### config.mk
export PLATFORM = sky130hd
export DESIGN_NAME = pll_lock_supervisor
export DESIGN_NICKNAME = d
export VERILOG_FILES = /design/src/rtl/pll_sup_pkg.sv /design/src/rtl/pll_lock_fsm.sv /design/src/rtl/pll_lock_supervisor.sv
export SDC_FILE = /design/constraint.sdc
export NUM_CORES = 1
export LEC_CHECK = 0
export CORE_MARGIN = 2
export CORE_UTILIZATION = 45
export CTS_CLUSTER_DIAMETER = 120
export DETAILED_ROUTE_END_ITERATION = 10
export DONT_BUFFER_PORTS = 1
export GPL_ROUTABILITY_DRIVEN = 0
export PLACE_DENSITY = 0.72
export REMOVE_ABC_BUFFERS = 1
export SYNTH_ARGS = -nofsm -noshare
export SYNTH_HDL_FRONTEND = slang
export SYNTH_SLANG_ARGS = --single-unit
### constraint.sdc
create_clock -name refclk -period 2.2 [get_ports refclk]
set_input_delay 0.22 -clock refclk [delete_from_list [all_inputs] [get_ports refclk]]
set_output_delay 0.22 -clock refclk [all_outputs]
set_load 0.005 [all_outputs]
### src/rtl/pll_sup_pkg.sv
// ----------------------------------------------------------------------------
// pll_sup_pkg
// Shared types and constants for the PLL lock supervisor.
//   pll_state_t : per-PLL supervisor FSM state
//   LOL_W       : width of each per-PLL loss-of-lock counter
//   RETRY_W     : width of the retry counter (MAX_RETRY up to 15)
// ----------------------------------------------------------------------------
package pll_sup_pkg;

   typedef enum logic [2:0] {
      ST_RST,
      ST_WAIT,
      ST_STABLE,
      ST_LOCKED,
      ST_FAULT
   } pll_state_t;

   localparam int unsigned LOL_W   = 8;
   localparam int unsigned RETRY_W = 4;

endpackage

### src/rtl/pll_lock_fsm.sv
// ----------------------------------------------------------------------------
// pll_lock_fsm
// Supervisor for one PLL: synchronises its raw lock flag, drives its reset,
// qualifies lock, retries on timeout and latches a fault after MAX_RETRY
// failed attempts.
// Optional feature macro: PLL_LOL_COUNT_EN (loss-of-lock counter; tied to 0
// when undefined).
// Ports:
//   refclk    in  free-running reference clock
//   rst_n     in  asynchronous active-low reset
//   locked_in in  raw PLL locked flag, asynchronous to refclk
//   clr_fault in  1-cycle pulse: clears retries, restarts a faulted PLL
//   pll_rst   out active-high PLL reset (registered)
//   pll_ok    out PLL is in LOCKED (registered)
//   fault     out retries exhausted (registered)
//   lol_count out saturating loss-of-lock counter
// ----------------------------------------------------------------------------
module pll_lock_fsm
   import pll_sup_pkg::*;
#(
   parameter int unsigned PLL_RST_CYC      = 16,
   parameter int unsigned LOCK_TIMEOUT_CYC = 50000,
   parameter int unsigned LOCK_STABLE_CYC  = 1024,
   parameter int unsigned MAX_RETRY        = 3,
   parameter int unsigned CNT_W            = 16
) (
   input  logic             refclk,
   input  logic             rst_n,
   input  logic             locked_in,
   input  logic             clr_fault,
   output logic             pll_rst,
   output logic             pll_ok,
   output logic             fault,
   output logic [LOL_W-1:0] lol_count
);

   localparam logic [CNT_W-1:0]   RST_LAST     = CNT_W'(PLL_RST_CYC - 1);
   localparam logic [CNT_W-1:0]   TIMEOUT_LAST = CNT_W'(LOCK_TIMEOUT_CYC - 1);
   localparam logic [CNT_W-1:0]   STABLE_LAST  = CNT_W'(LOCK_STABLE_CYC - 1);
   localparam logic [RETRY_W-1:0] RETRY_MAX    = RETRY_W'(MAX_RETRY);

   logic               sync1_q, sync2_q;
   pll_state_t         state_q, state_d;
   logic [CNT_W-1:0]   timer_q, timer_d;
   logic [RETRY_W-1:0] retry_q, retry_d;
   logic               lol_event;

   always_ff @(posedge refclk or negedge rst_n) begin
      if (!rst_n) begin
         sync1_q <= 1'b0;
         sync2_q <= 1'b0;
      end else begin
         sync1_q <= locked_in;
         sync2_q <= sync1_q;
      end
   end

   // One timer serves all states: reset hold, lock timeout and stable count.
   always_comb begin
      state_d   = state_q;
      timer_d   = timer_q + 1'b1;
      retry_d   = retry_q;
      lol_event = 1'b0;
      case (state_q)
         ST_RST: begin
            if (timer_q == RST_LAST) begin
               state_d = ST_WAIT;
               timer_d = '0;
            end
         end
         ST_WAIT: begin
            if (sync2_q) begin
               // The cycle that saw lock counts as the first stable cycle.
               state_d = ST_STABLE;
               timer_d = CNT_W'(1);
            end else if (timer_q == TIMEOUT_LAST) begin
               timer_d = '0;
               retry_d = retry_q + 1'b1;
               state_d = (retry_d == RETRY_MAX) ? ST_FAULT : ST_RST;
            end
         end
         ST_STABLE: begin
            if (!sync2_q) begin
               state_d = ST_WAIT;
               timer_d = '0;
            end else if (timer_q >= STABLE_LAST) begin
               state_d = ST_LOCKED;
               timer_d = '0;
               retry_d = '0;
            end
         end
         ST_LOCKED: begin
            timer_d = '0;
            if (!sync2_q) begin
               state_d   = ST_RST;
               lol_event = 1'b1;
            end
         end
         ST_FAULT: begin
            timer_d = '0;
            if (clr_fault) begin
               state_d = ST_RST;
            end
         end
         default: begin
            state_d = ST_RST;
            timer_d = '0;
         end
      endcase
      if (clr_fault) begin
         retry_d = '0;
      end
   end

   always_ff @(posedge refclk or negedge rst_n) begin
      if (!rst_n) begin
         state_q <= ST_RST;
         timer_q <= '0;
         retry_q <= '0;
         pll_rst <= 1'b1;
         pll_ok  <= 1'b0;
         fault   <= 1'b0;
      end else begin
         state_q <= state_d;
         timer_q <= timer_d;
         retry_q <= retry_d;
         pll_rst <= (state_d == ST_RST) || (state_d == ST_FAULT);
         pll_ok  <= (state_d == ST_LOCKED);
         fault   <= (state_d == ST_FAULT);
      end
   end

`ifdef PLL_LOL_COUNT_EN
   logic [LOL_W-1:0] lol_q;

   always_ff @(posedge refclk or negedge rst_n) begin
      if (!rst_n) begin
         lol_q <= '0;
      end else if (lol_event && (lol_q != '1)) begin
         lol_q <= lol_q + 1'b1;
      end
   end

   assign lol_count = lol_q;
`else
   logic unused_lol_event;
   assign unused_lol_event = lol_event;
   assign lol_count        = '0;
`endif

endmodule

### src/rtl/pll_lock_supervisor.sv
// ----------------------------------------------------------------------------
// pll_lock_supervisor
// Supervises NUM_PLL PLLs from the refclk domain and releases the downstream
// system reset only while every PLL holds lock.
// Optional feature macro: PLL_LOL_COUNT_EN (per-PLL loss-of-lock counters).
// Ports:
//   refclk    in  free-running reference clock
//   rst_n     in  asynchronous active-low reset
//   locked_in in  raw PLL locked flags (asynchronous)
//   clr_fault in  1-cycle pulse: clear faults/retries, restart faulted PLLs
//   pll_rst   out active-high reset per PLL
//   pll_ok    out PLL i is locked
//   fault     out PLL i exhausted its retries
//   sys_rst_n out active-low downstream reset
//   lol_count out per-PLL saturating loss-of-lock counters, PLL0 in [7:0]
// ----------------------------------------------------------------------------
module pll_lock_supervisor
   import pll_sup_pkg::*;
#(
   parameter int unsigned NUM_PLL          = 2,
   parameter int unsigned PLL_RST_CYC      = 16,
   parameter int unsigned LOCK_TIMEOUT_CYC = 50000,
   parameter int unsigned LOCK_STABLE_CYC  = 1024,
   parameter int unsigned MAX_RETRY        = 3,
   parameter int unsigned CNT_W            = 16
) (
   input  logic                     refclk,
   input  logic                     rst_n,
   input  logic [NUM_PLL-1:0]       locked_in,
   input  logic                     clr_fault,
   output logic [NUM_PLL-1:0]       pll_rst,
   output logic [NUM_PLL-1:0]       pll_ok,
   output logic [NUM_PLL-1:0]       fault,
   output logic                     sys_rst_n,
   output logic [LOL_W*NUM_PLL-1:0] lol_count
);

   for (genvar i = 0; i < NUM_PLL; i++) begin : g_pll
      pll_lock_fsm #(
         .PLL_RST_CYC      (PLL_RST_CYC),
         .LOCK_TIMEOUT_CYC (LOCK_TIMEOUT_CYC),
         .LOCK_STABLE_CYC  (LOCK_STABLE_CYC),
         .MAX_RETRY        (MAX_RETRY),
         .CNT_W            (CNT_W)
      ) u_fsm (
         .refclk    (refclk),
         .rst_n     (rst_n),
         .locked_in (locked_in[i]),
         .clr_fault (clr_fault),
         .pll_rst   (pll_rst[i]),
         .pll_ok    (pll_ok[i]),
         .fault     (fault[i]),
         .lol_count (lol_count[i*LOL_W +: LOL_W])
      );
   end

   always_ff @(posedge refclk or negedge rst_n) begin
      if (!rst_n) begin
         sys_rst_n <= 1'b0;
      end else begin
         sys_rst_n <= &pll_ok;
      end
   end

endmodule

==> summary.txt <==
Clock Skews: 0.00974 ns
Power Dens Cells: 908 mW/mm2
Die footprint: 0.00779 mm2
Final WS setup: 0.130 ns
Cells after Synth: 327
DP HPWL: 3720 um
Num ports: 28
Total Wirelength: 5450 um
Maximum vdd drop: 0.000382 V
Met2 WL: 2490 um
Final Hold Viols: 0
Commonest non-fill, non-tap cells in the layout: 55 x dfrtp_1, 39 x nor2_1, 22 x nand3_1
Avg Cell Area, Syn: 9.77 um2
Worst setup SP type: flip-flop
DRC errors left: 0
Met1 wire length: 2640 um
Core ar.: 0.00683 mm2
Fillers: 604
Area occupied by multi-input gates: 0.00158 mm2
Outcome: finished, final reports clean
Vias post-DR: 2231
Antenna viol nets, final: 0
Initial antenna violation count: 0
DRT Pass-1 Iters: 4
Highest clock rate: 483 MHz
Max-cap violations: 0
Hold Crit Depth: 2
CTS tree: yes
CP Capture Type: flip-flop
Lkg Pwr: 1.49 nW
Sequential fraction of the synthesis area: 44.7%
Clock period minus worst slack: 2.07 ns
Synthesis-to-finish area growth: 9.24%
Largest net degree at the start of global routing: 58
DIE WIDTH: 88.3 um
WL/cell: 12.5 um
Number of enable flip-flop cells after synthesis: 0
FP Rows: 30
Synth warn: 0
Compound-gate portion of the synthesized area: 8.34%
Die Span Y: 88.3 um
CTS Buf Count: 9
Cell count after placement: 416
Nets: 347
Final Max Tran Viols: 0
Htree depth: 3
Kind of critical path: flip-flop to flip-flop
Adder-cell share of the synthesized area: 2.35%
CP arrival: 2.31 ns
Main combinational cell family by area after synthesis: simple AND/OR/NAND/NOR gates
Synth Area in Simple Gates: 27.8%
Initial core utilization: 46.8%
Fin crit share: 94.1%
R2R depth: 5
Area share of xor/xnor cells in the synthesized design: 8.77%
Max FO, Critical Path: 5
Clk buf depth: 2
Vias in the first global route: 2128
FF/Latch Area: 0.00143 mm2
Pre-CTS WS: 0.120 ns
RSZ-0062 raised after global routing: no
Clk Latency, worst-skew pair: 0.34 ns
Async set-reset flop share out of synthesis: 100%
Post-synthesis mux area share: 0%
GRT Overall Usage: 16.4%
Worst endpoint required time: 2.44 ns
Routed wl met3: 229 um
Buffers inserted by post-CTS timing repair: 0
ANT cells: 0
Share of cells above drive strength 1: 15.0%
Congestion Overflow GR: 0
First-pass GRT wire length: 9870 um
Power consumption: 0.00317 W
Unique masters post-synth: 57
Iteration-0 DRC Markers: 76
Hold Path Class: primary input to flip-flop
Synthesized area: 0.00320 mm2
CTS Root Cell: clkbuf_8
Fin Hold WS: 0.0570 ns
DR top layer: met4
Finished Layout Cells: 437
Final Setup Violations: 0
Commonest non-fill, non-tap cell in the layout: dfrtp_1
Via/cell ratio: 5.11
Ys flop type: dfrtp_1
Clk sinks: 57
IO Port Bufs: 0
FF+latch count, synth: 57
Clk pin slew, worst setup/hold paths: 0.07 ns
-- where the power goes --
group / total, W / leakage [nW] / internal, W / switching [W]
combinational: 0.000825 / 0.619 / 0.000350 / 0.000475
sequential: 0.00132 / 0.766 / 0.00119 / 0.000131
clock: 0.00103 / 0.105 / 0.000613 / 0.000413
-- area by class of cell --
type | instances | share of cell area (%)
Clock inverter | 4 | 1.43
Sequential cell | 57 | 40.9
Tap cell | 96 | 3.44
Multi-Input combinational cell | 248 | 45.2
Inverter | 8 | 0.860
Clock buffer | 12 | 4.73
Timing Repair Buffer | 12 | 3.44
-- timing repair --
action,4_1_cts,5_1_grt
hold buffers,5,0
resized for setup,0,1
hold endpoints to repair,64,0
endpoints found under the setup margin,0,14
-- cell families after synthesis --
kind of cell               count (synthesis)
other                                      1
xor gates and xnor gates                  32
AOI/OAI and AO/OA                         35
and+or+nand+nor                          159
buffers and inverters                     37
adders and majority gates                  6
DFF                                       57
-- stage by stage --
step,cell area (um2),setup TNS (ns),utilization [%]
after floorplan,3030,-3.08,-
after global placement,3200,0,46.9
after detailed placement,3200,0,46.9
after CTS,3480,0,51.0
after global routing,3490,0,51.1
final,3490,0,51.1
-- critical path, stage by stage, from the launching register on --
cell and delay [ns]:
dfrtp_1 0.41, or4_4 0.59, or3_4 0.38, o311ai_4 0.27
nand4b_2 0.15, and2_1 0.18
-- flip-flops by register name, indices dropped and copies added (netlist names) --
signal	count
g_pll.u_fsm.sync1_q	2
sys_rst_n	1
g_pll.u_fsm.retry_q	8
g_pll.u_fsm.sync2_q	2
g_pll.u_fsm.timer_q	32
g_pll.u_fsm.state_q	6
g_pll.u_fsm.pll_rst	2
g_pll.u_fsm.fault	2
g_pll.u_fsm.pll_ok	2
-- cells in the mapped netlist (3+ instances only) --
cell type	instances	share of area (%)
nor3_1	12	1.9
dfrtp_1	55	43
and4_1	4	1.1
nor2_1	39	4.6
buf_4	23	5.4
ha_1	6	2.3
o21ai_0	6	0.94
nand2b_1	7	1.4
a21oi_1	5	0.78
and2_1	5	0.98
xor2_1	15	4.1
nor2_2	10	2.0
and3_1	3	0.59
nand3_1	22	3.4
xnor2_1	17	4.7
nor2b_1	6	1.2
nor4_1	3	0.59
o21a_1	4	0.94
nand4_1	7	1.4
or3_1	4	0.78
inv_1	8	0.94
nand2_1	20	2.3
-- path summary, 6_finish.rpt --
check | start | end | slack (ns)
min reg2reg | g_pll[0].u_fsm.sync1_q | g_pll[0].u_fsm.sync2_q | 0.35
min | clr_fault | g_pll[0].u_fsm.retry_q[0] | 0.06
max in group asynchronous | rst_n | g_pll[0].u_fsm.pll_rst | 1.48
min in group asynchronous | rst_n | g_pll[0].u_fsm.timer_q[4] | 0.44
max reg2reg | g_pll[1].u_fsm.timer_q[13] | g_pll[1].u_fsm.pll_ok | 0.13
max | g_pll[1].u_fsm.timer_q[13] | g_pll[1].u_fsm.pll_ok | 0.13
-- per-layer routing --
metal | vias to the layer above | GRT usage [%]
li1 | 1120 | -
met1 | 1051 | 22.5
met2 | 53 | 24.0
met3 | 7 | 4.48
met4 | 0 | 7.85
met5 | - | 0
Power figures use the tool's default switching activity.
